**src/rtl/ysyx22041405_ex_ctrl_pkg.sv**
```systemverilog
// Shared EX-stage definitions: ID_EX message geometry and the EX slot state encoding.
`ifndef YSYX22041405_EX_CTRL_PKG_SV
`define YSYX22041405_EX_CTRL_PKG_SV

`ifndef ID_EX_WIDTH
`define ID_EX_WIDTH 256
`endif
// Bit positions of the ebreak / multi-cycle flags inside the ID_EX message
`ifndef ID_EX_EBREAK_BIT
`define ID_EX_EBREAK_BIT 0
`endif
`ifndef ID_EX_MDU_BIT
`define ID_EX_MDU_BIT 1
`endif

package ysyx22041405_ex_ctrl_pkg;

    typedef enum logic [1:0] {
        EX_S_EMPTY  = 2'd0,  // slot free
        EX_S_MSTART = 2'd1,  // MDU op latched, start pulse out
        EX_S_MWAIT  = 2'd2,  // MDU iterating
        EX_S_VALID  = 2'd3   // finished op waiting for the LSU
    } ex_state_e;

endpackage

`endif

```
**src/rtl/ysyx22041405_ex_fsm.sv**
```systemverilog
// EX slot sequencer: state register, next-state and valid/ready handshake decode.
module ysyx22041405_ex_fsm
    import ysyx22041405_ex_ctrl_pkg::*;
(
    input  logic clk,
    input  logic rst,
    input  logic id_valid,
    input  logic id_is_mdu,
    input  logic flush,
    input  logic ls_ready,
    input  logic mdu_done,
    output logic id_ready,
    output logic accept,
    output logic handoff,
    output logic mdu_cap,
    output logic in_mdu,
    output logic mdu_kill,
    output logic mdu_start,
    output logic ex_valid
);

    ex_state_e state;
    ex_state_e state_nxt;

    assign in_mdu   = (state == EX_S_MSTART) | (state == EX_S_MWAIT);
    assign id_ready = (state == EX_S_EMPTY) | ((state == EX_S_VALID) & ls_ready);
    assign accept   = id_valid & id_ready & ~flush;
    assign handoff  = ex_valid & ls_ready;
    // A done pulse only counts while the MDU is actually iterating
    assign mdu_cap  = (state == EX_S_MWAIT) & mdu_done & ~flush;
    assign mdu_kill = flush & in_mdu;

    // Next state; flush overrides accept, handoff and done
    always_comb begin
        state_nxt = state;
        if (flush) begin
            state_nxt = EX_S_EMPTY;
        end else begin
            case (state)
                EX_S_EMPTY: begin
                    if (accept) state_nxt = id_is_mdu ? EX_S_MSTART : EX_S_VALID;
                end
                EX_S_MSTART: state_nxt = EX_S_MWAIT;
                EX_S_MWAIT: begin
                    if (mdu_done) state_nxt = EX_S_VALID;
                end
                EX_S_VALID: begin
                    if (accept)       state_nxt = id_is_mdu ? EX_S_MSTART : EX_S_VALID;
                    else if (ls_ready) state_nxt = EX_S_EMPTY;
                end
                default: state_nxt = EX_S_EMPTY;
            endcase
        end
    end

    // State register with registered state decodes
    always_ff @(posedge clk) begin
        if (rst) begin
            state     <= EX_S_EMPTY;
            ex_valid  <= 1'b0;
            mdu_start <= 1'b0;
        end else begin
            state     <= state_nxt;
            ex_valid  <= (state_nxt == EX_S_VALID);
            mdu_start <= (state_nxt == EX_S_MSTART);
        end
    end

endmodule

```
**src/rtl/ysyx22041405_ex_ctrl.sv**
```systemverilog
// EX-stage controller: ID->EX pipeline register, MDU result capture and stall counter.
module ysyx22041405_ex_ctrl
    import ysyx22041405_ex_ctrl_pkg::*;
#(
    parameter int WIDTH = 32,
    parameter int MSG_W = `ID_EX_WIDTH
) (
    input  logic             clk,
    input  logic             rst,
    input  logic             id_valid,
    input  logic [MSG_W-1:0] id_msg,
    input  logic             id_is_mdu,
    input  logic             id_ebreak,
    output logic             id_ready,
    input  logic             flush,
    output logic [MSG_W-1:0] ex_msg,
    output logic             ex_valid,
    output logic             ex_mdu_sel,
    output logic [WIDTH-1:0] mdu_res_q,
    input  logic             ls_ready,
    output logic             mdu_start,
    output logic             mdu_kill,
    input  logic             mdu_done,
    input  logic [WIDTH-1:0] mdu_result,
    output logic             ebreak_o,
    output logic [31:0]      mdu_stall_cnt
);

    logic accept;
    logic handoff;
    logic mdu_cap;
    logic in_mdu;
    logic ebreak_q;

    ysyx22041405_ex_fsm u_fsm (
        .clk       (clk),
        .rst       (rst),
        .id_valid  (id_valid),
        .id_is_mdu (id_is_mdu),
        .flush     (flush),
        .ls_ready  (ls_ready),
        .mdu_done  (mdu_done),
        .id_ready  (id_ready),
        .accept    (accept),
        .handoff   (handoff),
        .mdu_cap   (mdu_cap),
        .in_mdu    (in_mdu),
        .mdu_kill  (mdu_kill),
        .mdu_start (mdu_start),
        .ex_valid  (ex_valid)
    );

    // Ebreak only reported on a real handoff; a redirect in that cycle swallows it
    assign ebreak_o = handoff & ebreak_q & ~flush;

    // Payload only moves on accept, so it is stable while the slot is occupied
    always_ff @(posedge clk) begin
        if (rst) begin
            ex_msg     <= '0;
            ex_mdu_sel <= 1'b0;
            ebreak_q   <= 1'b0;
        end else if (accept) begin
            ex_msg     <= id_msg;
            ex_mdu_sel <= id_is_mdu;
            ebreak_q   <= id_ebreak;
        end
    end

    // MDU result capture on the done pulse seen in MDU_WAIT
    always_ff @(posedge clk) begin
        if (rst)          mdu_res_q <= '0;
        else if (mdu_cap) mdu_res_q <= mdu_result;
    end

    // Stall counter: every cycle in MDU_START/MDU_WAIT, wraps, survives flush
    always_ff @(posedge clk) begin
        if (rst)         mdu_stall_cnt <= '0;
        else if (in_mdu) mdu_stall_cnt <= mdu_stall_cnt + 32'd1;
    end

endmodule
```
**config.mk**
```make
export PLATFORM = sky130hd
export DESIGN_NAME = ysyx22041405_ex_ctrl
export DESIGN_NICKNAME = d
export VERILOG_FILES = /design/src/rtl/ysyx22041405_ex_ctrl_pkg.sv /design/src/rtl/ysyx22041405_ex_fsm.sv /design/src/rtl/ysyx22041405_ex_ctrl.sv
export SDC_FILE = /design/constraint.sdc
export NUM_CORES = 1
export LEC_CHECK = 0
export ABC_AREA = 0
export BUFFER_PORTS_ARGS = -buffer_cell sky130_fd_sc_hd__buf_2
export CAP_MARGIN = 15
export CORE_AREA = 4 4 242 244
export CTS_CLUSTER_DIAMETER = 150
export DETAILED_ROUTE_END_ITERATION = 12
export DIE_AREA = 0 0 246 248
export GPL_ROUTABILITY_DRIVEN = 1
export MAX_ROUTING_LAYER = met4
export REMOVE_ABC_BUFFERS = 1
export SKIP_LAST_GASP = 1
export SYNTH_ARGS = -nofsm -noshare
export SYNTH_HDL_FRONTEND = slang
export SYNTH_SLANG_ARGS = --single-unit
```
**constraint.sdc**
```tcl
create_clock -name clk -period 2.5 [get_ports clk]
set_input_delay 0.5 -clock clk [delete_from_list [all_inputs] [get_ports clk]]
set_output_delay 0.5 -clock clk [all_outputs]
set_load 0.005 [all_outputs]
```
==> flow_metrics.tcl <==
set metrics [dict create \
    status "complete, no violations" \
    critPathLaunchType "register" \
    drv_slew 0 \
    io_buffers 621 \
    core_area_sq_um 56280 \
    vias_per_cell 4.149 \
    dieWidth_microns 246 \
    yosysMostFrequentCell "nand2_1" \
    antenna_found_initial 5 \
    drt_iter0_drc 584 \
    place_hpwl_microns 32160 \
    drt-wirelength-per-cell_microns 14.90 \
    gp_congestion 0.8042 \
    synth_cell_types 37 \
    fmax_mhz 436.4 \
    relSlewSlack 0.5942 \
    worst-slew-pin-transition_ns 0.6031 \
    grt_overflow_total 0 \
    ys_seq_area_frac 0.5598 \
    crit_required_ns 2.92 \
    crit_type "register to register" \
    yosys.area.top_type "dfxtp_1" \
    path_clk_slew_ns 0.06 \
    die_h_microns 248 \
    synthTopCellsByCount "594 x nand2_1, 326 x dfxtp_1, 304 x a21oi_1" \
    grt_setup_unrepaired "false" \
    layout.nets 2383 \
    grt_max_degree 67 \
    n_fill_cell 6200 \
    dr.pass1.iters 5 \
    syn_avg_cell_area_sq_um 7.893 \
    finalPower_mw 12.29 \
    ys_top_cells_by_area "dfxtp_1 56%, nand2_1 19%, a21oi_1 13%, clkbuf_1 3.0%, nor2_1 0.80%" \
    r2r-start "u_fsm.state[1]" \
    worst_clock_skew_ns 0.01296 \
    grt.total_usage 0.1303 \
    drive_gt1_frac 0.3528 \
    async_reset_ff_frac 0 \
    final.min_clock_period_ns 2.292 \
    syn_inst 1477 \
    cts.sinks 326 \
    syn2layout_area_growth_pct 47.27 \
    cts_buffers 39 \
    ys.flop_type "dfxtp_1" \
    clk_path_buf_depth 3 \
    syn-cell-area_sq_um 11660 \
    post-route-period-util 0.9166 \
    synth_edf_count 0 \
    hp-class "input pin to register" \
    postCtsSetupBuffers 0 \
    worstSetupEndpointType "register" \
    dieArea_sq_um 61010 \
    vias 11900 \
    hp-start "id_msg[72]" \
    crit_fanout 9 \
    peakVddDrop_mv 0.3937 \
    clk_latency_ns 0.54 \
    fin_hold_ws_ns 0.1920 \
    cap_viol_max_count 0 \
    yosysTopAreaCellShare 0.5598 \
    ys_ff_latch 326 \
    cp.arrival_ns 2.71 \
    finalHoldViolations 0 \
    synth_warnings 0 \
    grt_pass1_vias 10830 \
    initial_core_util 0.2072 \
    clock-root-buffer "clkbuf_16" \
    cp-startpoint "u_fsm.state[1]" \
    cts_tree "done" \
    routed_wl_microns 42750 \
    total_leakage_power_nw 7.708 \
    fp-row-count 87 \
    grt_pass1_wl_microns 61530 \
    cts.htree.levels 2 \
    ioPinCount 622 \
    antenna_left 0 \
    setup_viol 0 \
    drcViolationCount 0 \
    p_per_area_nw_per_um2 715.6 \
]
-- flip-flops by register name, indices dropped and copies added (netlist names) --
name,cells
ebreak_q,1
ex_mdu_sel,1
ex_msg,256
mdu_res_q,32
mdu_stall_cnt,32
u_fsm.ex_valid,1
u_fsm.mdu_start,1
u_fsm.state,2
-- layer usage --
metal,vias to the layer above,share of wire,global-route usage
met2,392,0.48,0.2103
li1,6050,-,-
met3,65,0.072,0.03176
met5,-,0,-
met1,5396,0.42,0.1623
met4,0,0.025,0.03938
-- worst max-delay path, stage by stage (launching register included) --
cell and delay (ns):
dfxtp_1 0.42, inv_1 0.11, ha_2 0.42, nand4_1 0.14
or2_2 0.38, nor4_1 0.35, mux2_1 0.35
-- where the power goes --
group / switching (mW) / total (mW) / internal, mW / leakage [nW]
clock: 2.22 / 5.58 / 3.36 / 0.627
sequential: 0.100 / 5.51 / 5.41 / 2.65
combinational: 0.654 / 1.19 / 0.539 / 4.43
-- timing repair --
action                     4_1_cts  5_1_grt
setup endpoints to repair        0        3
gates resized for setup          0        2
hold buffers                     0        0
-- cell usage in the layout (no fill, tap or decap), types with 8 or more instances in the layout --
cell       instances
nand3_1            8
dfxtp_1          326
clkbuf_16         41
buf_12            15
buf_4             32
clkbuf_1           8
clkbuf_8           9
nand4_1           10
xnor2_1            8
inv_1              8
a21oi_1          304
nor4_1             9
nand2_1          594
o31ai_1            8
nor2_1            23
buf_2            620
-- worst paths after layout --
path | end | slack [ns] | cells past startpoint
setup reg to reg | mdu_stall_cnt[30] | 0.21 | 6
setup / recovery | mdu_stall_cnt[30] | 0.21 | 6
hold / removal | ex_msg[72] | 0.19 | 3
hold reg to reg | ex_msg[88] | 0.45 | 2
-- logic make-up (layout without fill, tap and decap cells) --
logic type	count (synthesis)	count (layout)	share of synthesized area
and+or+nand+nor	690	690	0.2393
AOI/OAI and AO/OA	323	323	0.1422
other	0	4	0
DFF	326	326	0.5598
adders and majority gates	5	5	0.005366
muxes	7	7	0.006546
xor gates and xnor gates	14	14	0.01052
buffers and inverters	112	744	0.03627
-- metrics by stage --
step,utilization,instances,worst slack (ns),instance area (sq um),setup TNS [ns]
floorplan,-,1373,-6.399,11270,-1661.76
global placement,0.2823,2797,0.2011,15890,0
detailed placement,0.2823,2797,0.1643,15890,0
CTS,0.3048,2865,0.1133,17150,0
global route,0.3051,2869,0.02572,17170,0
finish,0.3051,2869,0.2084,17170,0
-- layout make-up --
class / instances / area (sq um) / area share
sequential: 326 / 6526 / 0.3801
clock buffer: 58 / 1180 / 0.06872
tap: 756 / 945.9 / 0.05509
antenna: 4 / 10.01 / 0.0005830
timing repair buffer: 668 / 3659 / 0.2131
multi-input combinational: 1039 / 4736 / 0.2758
inverter: 8 / 30.03 / 0.001749
clock inverter: 10 / 83.83 / 0.004882
No activity file was read; power rests on OpenSTA's default activity.
